File: src/rtl/regfile_write_port.sv
// regfile_write_port
//   Write-back port for a register file. Write requests (address, data) are
//   accepted over a valid/ready handshake and queued in a small FIFO. The FIFO
//   head is committed whenever the register file is not stalling. A commit
//   produces a registered, single-cycle one-hot write enable plus the matching
//   data. Writes to register 0 are dropped, and a saturating counter tracks
//   how many were dropped.
//
// Optional feature: define WB_FORWARD_EN to add two combinational read-forward
//   lookups over the queued writes and the committing output stage.
//
// Parameters: DEPTH (FIFO entries, power of two 2..8), ADDR_W, DATA_W.
// Ports:
//   clock, reset_n  rising-edge clock, asynchronous active-low reset
//   wr_valid/wr_ready/wr_addr/wr_data  write request handshake
//   rf_stall        register file busy; no commit while high
//   we_onehot       one-hot write enable pulse (bit i writes reg i)
//   we_data         data for the current we_onehot pulse
//   pending         FIFO occupancy
//   drop_cnt        saturating count of discarded register-0 writes
//   (WB_FORWARD_EN) rd_addr_a/b in; fwd_hit_a/b, fwd_data_a/b out
//
// Handshake: a request transfers at a rising edge where wr_valid and wr_ready
//   are both high. wr_ready is registered and never depends on wr_valid.
//   A full FIFO that pops on an edge does not accept a new request on that
//   same edge.
module regfile_write_port #(
  parameter int DEPTH  = 2,
  parameter int ADDR_W = 5,
  parameter int DATA_W = 32
) (
  input  logic                   clock,
  input  logic                   reset_n,
  input  logic                   wr_valid,
  output logic                   wr_ready,
  input  logic [ADDR_W-1:0]      wr_addr,
  input  logic [DATA_W-1:0]      wr_data,
  input  logic                   rf_stall,
  output logic [(2**ADDR_W)-1:0] we_onehot,
  output logic [DATA_W-1:0]      we_data,
  output logic [3:0]             pending,
  output logic [7:0]             drop_cnt
`ifdef WB_FORWARD_EN
  ,
  input  logic [ADDR_W-1:0]      rd_addr_a,
  input  logic [ADDR_W-1:0]      rd_addr_b,
  output logic                   fwd_hit_a,
  output logic                   fwd_hit_b,
  output logic [DATA_W-1:0]      fwd_data_a,
  output logic [DATA_W-1:0]      fwd_data_b
`endif
);

  localparam int NREG  = 2**ADDR_W;
  localparam int PTR_W = (DEPTH > 1) ? $clog2(DEPTH) : 1;
  localparam logic [3:0] DEPTH_C = 4'(DEPTH);

  logic [ADDR_W-1:0] mem_addr_q [DEPTH];
  logic [DATA_W-1:0] mem_data_q [DEPTH];

  logic [PTR_W-1:0]  wr_ptr_q, wr_ptr_d;
  logic [PTR_W-1:0]  rd_ptr_q, rd_ptr_d;
  logic [3:0]        count_q, count_d;
  logic              wr_ready_q, wr_ready_d;
  logic [NREG-1:0]   we_onehot_q, we_onehot_d;
  logic [DATA_W-1:0] we_data_q, we_data_d;
  logic [7:0]        drop_cnt_q, drop_cnt_d;

  logic              push, pop;
  logic [ADDR_W-1:0] head_addr;
  logic [DATA_W-1:0] head_data;

  assign push      = wr_valid & wr_ready_q;
  assign pop       = (count_q != 4'd0) & ~rf_stall;
  assign head_addr = mem_addr_q[rd_ptr_q];
  assign head_data = mem_data_q[rd_ptr_q];

  always_comb begin
    wr_ptr_d    = wr_ptr_q;
    rd_ptr_d    = rd_ptr_q;
    count_d     = count_q;
    we_onehot_d = '0;
    we_data_d   = we_data_q;
    drop_cnt_d  = drop_cnt_q;

    if (push) wr_ptr_d = wr_ptr_q + PTR_W'(1);
    if (pop)  rd_ptr_d = rd_ptr_q + PTR_W'(1);

    // Occupancy comes from this counter alone; equal pointers are ambiguous.
    if (push && !pop)      count_d = count_q + 4'd1;
    else if (pop && !push) count_d = count_q - 4'd1;

    if (pop) begin
      we_data_d = head_data;
      if (head_addr != '0) begin
        we_onehot_d = {{(NREG-1){1'b0}}, 1'b1} << head_addr;
      end else if (drop_cnt_q != 8'hFF) begin
        drop_cnt_d = drop_cnt_q + 8'd1;
      end
    end

    // Ready looks at the post-edge count, so a full FIFO that pops reopens
    // one cycle later rather than refilling on the same edge.
    wr_ready_d = (count_d != DEPTH_C);
  end

  always_ff @(posedge clock or negedge reset_n) begin
    if (!reset_n) begin
      wr_ptr_q    <= '0;
      rd_ptr_q    <= '0;
      count_q     <= '0;
      wr_ready_q  <= 1'b0;
      we_onehot_q <= '0;
      we_data_q   <= '0;
      drop_cnt_q  <= '0;
    end else begin
      wr_ptr_q    <= wr_ptr_d;
      rd_ptr_q    <= rd_ptr_d;
      count_q     <= count_d;
      wr_ready_q  <= wr_ready_d;
      we_onehot_q <= we_onehot_d;
      we_data_q   <= we_data_d;
      drop_cnt_q  <= drop_cnt_d;
    end
  end

  // Storage needs no reset: only entries covered by count_q are ever read.
  always_ff @(posedge clock) begin
    if (push) begin
      mem_addr_q[wr_ptr_q] <= wr_addr;
      mem_data_q[wr_ptr_q] <= wr_data;
    end
  end

  assign wr_ready  = wr_ready_q;
  assign we_onehot = we_onehot_q;
  assign we_data   = we_data_q;
  assign pending   = count_q;
  assign drop_cnt  = drop_cnt_q;

`ifdef WB_FORWARD_EN
  // The result is {hit, data}. The search runs from oldest to youngest, so
  // the youngest match wins. The committing output stage is older than every
  // entry still in the FIFO.
  function automatic logic [DATA_W:0] fwd_lookup(input logic [ADDR_W-1:0] ra);
    logic [DATA_W:0]  res;
    logic [PTR_W-1:0] idx;
    res = '0;
    if (ra != '0) begin
      if (we_onehot_q[ra]) res = {1'b1, we_data_q};
      for (int i = 0; i < DEPTH; i++) begin
        idx = rd_ptr_q + PTR_W'(i);
        if ((4'(i) < count_q) && (mem_addr_q[idx] == ra)) res = {1'b1, mem_data_q[idx]};
      end
    end
    return res;
  endfunction

  always_comb begin
    {fwd_hit_a, fwd_data_a} = fwd_lookup(rd_addr_a);
    {fwd_hit_b, fwd_data_b} = fwd_lookup(rd_addr_b);
  end
`endif

endmodule

File: config.mk
export PLATFORM = sky130hd
export DESIGN_NAME = regfile_write_port
export DESIGN_NICKNAME = d
export VERILOG_FILES = /design/src/rtl/regfile_write_port.sv
export SDC_FILE = /design/constraint.sdc
export NUM_CORES = 1
export LEC_CHECK = 0
export CORE_MARGIN = 2
export CORE_UTILIZATION = 30
export CTS_CLUSTER_DIAMETER = 80
export DETAILED_ROUTE_END_ITERATION = 12
export PLACE_DENSITY = 0.58
export SLEW_MARGIN = 20
export SYNTH_ARGS = -nofsm -noshare
export SYNTH_HDL_FRONTEND = slang
export SYNTH_SLANG_ARGS = --single-unit
File: constraint.sdc
create_clock -name clock -period 7.35 [get_ports clock]
set_input_delay 2.205 -clock clock [delete_from_list [all_inputs] [get_ports clock]]
set_output_delay 2.205 -clock clock [all_outputs]
set_load 0.005 [all_outputs]
==> summary.md <==
| Metric | Value |
|---|---|
| Crit end category | `flip-flop` |
| Global router's overall resource usage | `0.119` |
| First-pass GRT wire length | `between 15 and 20 mm` |
| Drt initial violations | `between 100 and 150` |
| Total global routing overflow | `0` |
| CP Class | `in2reg` |
| Num CTS Buffers | `17` |
| Number of global-route vias before repair | `3546` |
| Router iterations before antenna repair | `4` |
| Fin util | `0.412` |
| Wire length per cell after detailed routing | `~15 µm` |
| Routability cong. | `approximately 0.74` |
| Number of post-CTS setup repair buffers | `0` |
| # H-tree levels | `4` |
| Largest net degree at the start of global routing | `80` |
| Core outline area | `around 19000 µm²` |
| CP Depth | `5` |
| Arrival time at the worst endpoint | `~4.2 ns` |
| Sequential-to-total area share from yosys stat | `0.744` |
| Longest Clk Path Bufs | `2` |
| P_leak | `0.00300 µW` |
| Fraction of final layout cells with drive strength greater than 1 | `0.0798` |
| Fin Setup TNS | `0 ns` |
| Number of rows created at floorplan | `50` |
| Final Max Slew Viols | `0` |
| Synth Flop Type | `sky130_fd_sc_hd__dfrtp_1` |
| Die Y-Extent | `around 140 µm` |
| Insertion delay to the later sink of the worst-skew pair | `0.42 ns` |
| Worst reg2reg setup slack | `between 4 and 5 ns` |
| Comb power frac | `0.262` |
| Slowest stage cell, crit path | `sky130_fd_sc_hd__clkdlybuf4s50_1` |
| Async SR Flop Fraction | `0.516` |
| Most common library cell in the layout ignoring fill and taps | `sky130_fd_sc_hd__clkdlybuf4s50_1` |
| Antenna-violating nets left | `0` |
| Area Overhead vs Synth | `35.5%` |
| Part of the cycle the worst path needs | `0.535` |
| HPWL reported at the end of detailed placement | `7.37 mm` |
| Number of buffer and inverter instances along the worst setup path | `1` |
| Worst slew margin relative to its limit | `0.352` |
| TritonCTS clock tree | `yes` |
| Achievable Freq | `~250 MHz` |
| Unrepaired setup endpoints after global routing | `false` |
| DR vias | `between 3000 and 4000` |
| Maximum resistive drop on vdd | `about 0.15 mV` |
| CTS root buffer | `sky130_fd_sc_hd__clkbuf_16` |
| Resized cells post-CTS | `0` |
| Initial antenna violation count | `0` |
| Hold Slack | `~0.48 ns` |
| Power density relative to cell area | `377 nW/µm²` |
| Delay of the slowest cell on the worst path | `roughly 0.64 ns` |
| Switching part of the total power | `0.294` |
| Count of warnings emitted by yosys | `0` |
| Clock transition at path regs | `0.06 ns` |
| Vias per cell | `approximately 4.5` |
| Fin nets | `about 560` |
| Commonest cells after routing, fill and taps aside | `sky130_fd_sc_hd__clkdlybuf4s50_1, sky130_fd_sc_hd__dfrtp_1, sky130_fd_sc_hd__edfxtp_1, sky130_fd_sc_hd__nand2_1, sky130_fd_sc_hd__o21ai_0` |
| Required arrival time at the worst endpoint | `about 7.6 ns` |
| Cell count after synthesis | `390` |
| Boundary pin count | `118` |
| Origin of the worst setup path | `rf_stall` |
| Synthesis-stage register bit count | `roughly 150` |
| Width of the die | `between 100 and 150 µm` |
| Clock network fraction of total power | `0.293` |
| Fill cell count | `~1700` |
| Share of total power in sequential cells | `0.445` |
| Class of the worst hold path | `reg2reg` |
| Number of diodes added for antenna fixing | `0` |
| Post-route clock skew | `0.00712 ns` |
| Area of the mapped netlist | `about 5600 µm²` |
| CP top delay family | `simple AND/OR/NAND/NOR gates` |
| Sum of routed wire length over all layers | `around 11 mm` |
| Post-Syn Nets | `~430` |
| Result of the run | `completed` |
| Count of hold buffers inserted by post-cts repair | `0` |
| Number of synthesized flops with an enable pin | `74` |
| Starting utilization of the core area | `0.304` |
| R2r endpoint | `wr_ready$_DFF_PN0_` |
| Total die area | `approximately 20000 µm²` |
| Final setup violation count | `0` |
| Avg Synthesized Cell Area | `about 14 µm²` |
| Internal Power | `~2000 µW` |
| Post-synth cell types | `between 40 and 50` |
| Cell chain of the critical path | `clkdlybuf4s50_1, nand2b_4, a21oi_1, o21ai_1, or4b_1` |
| PortBufs | `approximately 120` |
| Shortest period the worst path allows | `slightly below 4 ns` |
| Fraction of synthesized cell area taken by the top area cell type | `0.394` |
| Cell types with the largest area share after synthesis | `sky130_fd_sc_hd__edfxtp_1, sky130_fd_sc_hd__dfrtp_1, sky130_fd_sc_hd__mux2i_1` |
| Worst slew pin tran | `0.972 ns` |
| Total of max-cap violations | `0` |
| Total power consumption of the routed design | `about 2900 µW` |
| Count of clock tree sinks | `153` |
| Reg2Reg Depth | `7` |
| Dominant cell type by area after synthesis | `sky130_fd_sc_hd__edfxtp_1` |
| Crit start category | `primary input` |
| Worst Setup EP | `wr_ready$_DFF_PN0_` |
| Hold Fails Final Rpt | `0` |
| Switching power | `roughly 850 µW` |
| Highest net fanout along the worst path | `67` |
| Drt drc | `0` |
| RR Startpoint | `pending[0]$_DFF_PN0_` |
## worst reg2reg max path, delay by kind of cell, from the launching register on
kind / cells / cell delay [ns]
AO/OA/AOI/OAI: 2 / 0.33
adder cells (fa/ha/maj): 1 / 0.21
buffers and inverters: 1 / 0.09
flip-flops: 1 / 0.45
AND/OR/NAND/NOR: 3 / 1.36
## flip-flops by register name, indices dropped and copies added, names as in the netlist
name / count
rd_ptr_q: 1
mem_data_q: 64
wr_ptr_q: 1
wr_ready: 1
mem_addr_q: 10
we_data: 32
drop_cnt: 8
we_onehot: 32
pending: 4
## metrics by stage
| stage | worst slack, ns | cell area [µm²] | std cells |
|---|---|---|---|
| floorplan | 3.04 | 5650 | 390 |
| global placement | 2.62 | 7040 | 727 |
| detailed placement | 2.57 | 7070 | 728 |
| CTS | 3.02 | 7640 | 760 |
| global route | 3.26 | 7650 | 760 |
| finish | 3.42 | 7650 | 760 |
## per-layer routing
| layer | GRT usage | up-vias | wire length, µm |
|---|---|---|---|
| met2 | 0.198 | 101 | 5520 |
| met3 | 0.0367 | 19 | 597 |
| li1 | - | 1642 | - |
| met4 | 0.0511 | 0 | 197 |
| met5 | 0 | - | 0 |
| met1 | 0.143 | 1632 | 4830 |
## power groups by stage
stage | clock [µW] | sequential (µW) | combinational [µW]
2_1_floorplan | 0 | 1270 | 395
3_3_place_gp | 0 | 1300 | 745
3_5_place_dp | 0 | 1300 | 776
4_1_cts | 870 | 1290 | 778
5_1_grt | 911 | 1310 | 840
6_report | 844 | 1280 | 757
## cell type report
class	count	area, µm²	share of cell area
clock buffer	18	429	0.0561
tap	234	293	0.0383
timing repair buffer	119	1210	0.158
multi-input combinational	216	1350	0.177
sequential	153	4200	0.549
inverter	6	22.5	0.00294
clock inverter	14	148	0.0193
## worst min path at each step
stage / cells after the start / endpoint / startpoint / slack, ns
floorplan: 1 / wr_ptr_q$_DFFE_PN0N_ / wr_ptr_q$_DFFE_PN0N_ / 0.46
global route: 2 / we_data[4]$_DFFE_PN0P_ / we_data[4]$_DFFE_PN0P_ / 0.51
finish: 2 / we_data[24]$_DFFE_PN0P_ / we_data[24]$_DFFE_PN0P_ / 0.48
detailed placement: 2 / we_data[24]$_DFFE_PN0P_ / we_data[24]$_DFFE_PN0P_ / 0.47
global placement: 2 / we_data[27]$_DFFE_PN0P_ / we_data[27]$_DFFE_PN0P_ / 0.47
CTS: 2 / we_data[24]$_DFFE_PN0P_ / we_data[24]$_DFFE_PN0P_ / 0.48
## cell families after synthesis
group	synth area share
buffers and inverters	0.0191
adder cells (fa/ha/maj)	0.00665
AND/OR/NAND/NOR	0.0973
other	0.000664
XOR/XNOR	0.0171
flip-flops	0.744
AO/OA/AOI/OAI	0.0523
multiplexers	0.0634
## synthesized netlist by cell type (3+ instances only)
cell type and instances:
sky130_fd_sc_hd__a21oi_1 3, sky130_fd_sc_hd__nand3_1 5, sky130_fd_sc_hd__inv_1 6, sky130_fd_sc_hd__buf_2 4, sky130_fd_sc_hd__dfrtp_1 79, sky130_fd_sc_hd__xnor2_1 9, sky130_fd_sc_hd__nand2_1 50, sky130_fd_sc_hd__edfxtp_1 74
sky130_fd_sc_hd__nand4_1 3, sky130_fd_sc_hd__mux2i_1 32, sky130_fd_sc_hd__nor2_1 30, sky130_fd_sc_hd__ha_1 3, sky130_fd_sc_hd__clkbuf_1 8, sky130_fd_sc_hd__nor3b_1 3, sky130_fd_sc_hd__nor3_1 11, sky130_fd_sc_hd__o21ai_0 34
Note: power is estimated with default switching activity, not from simulation.
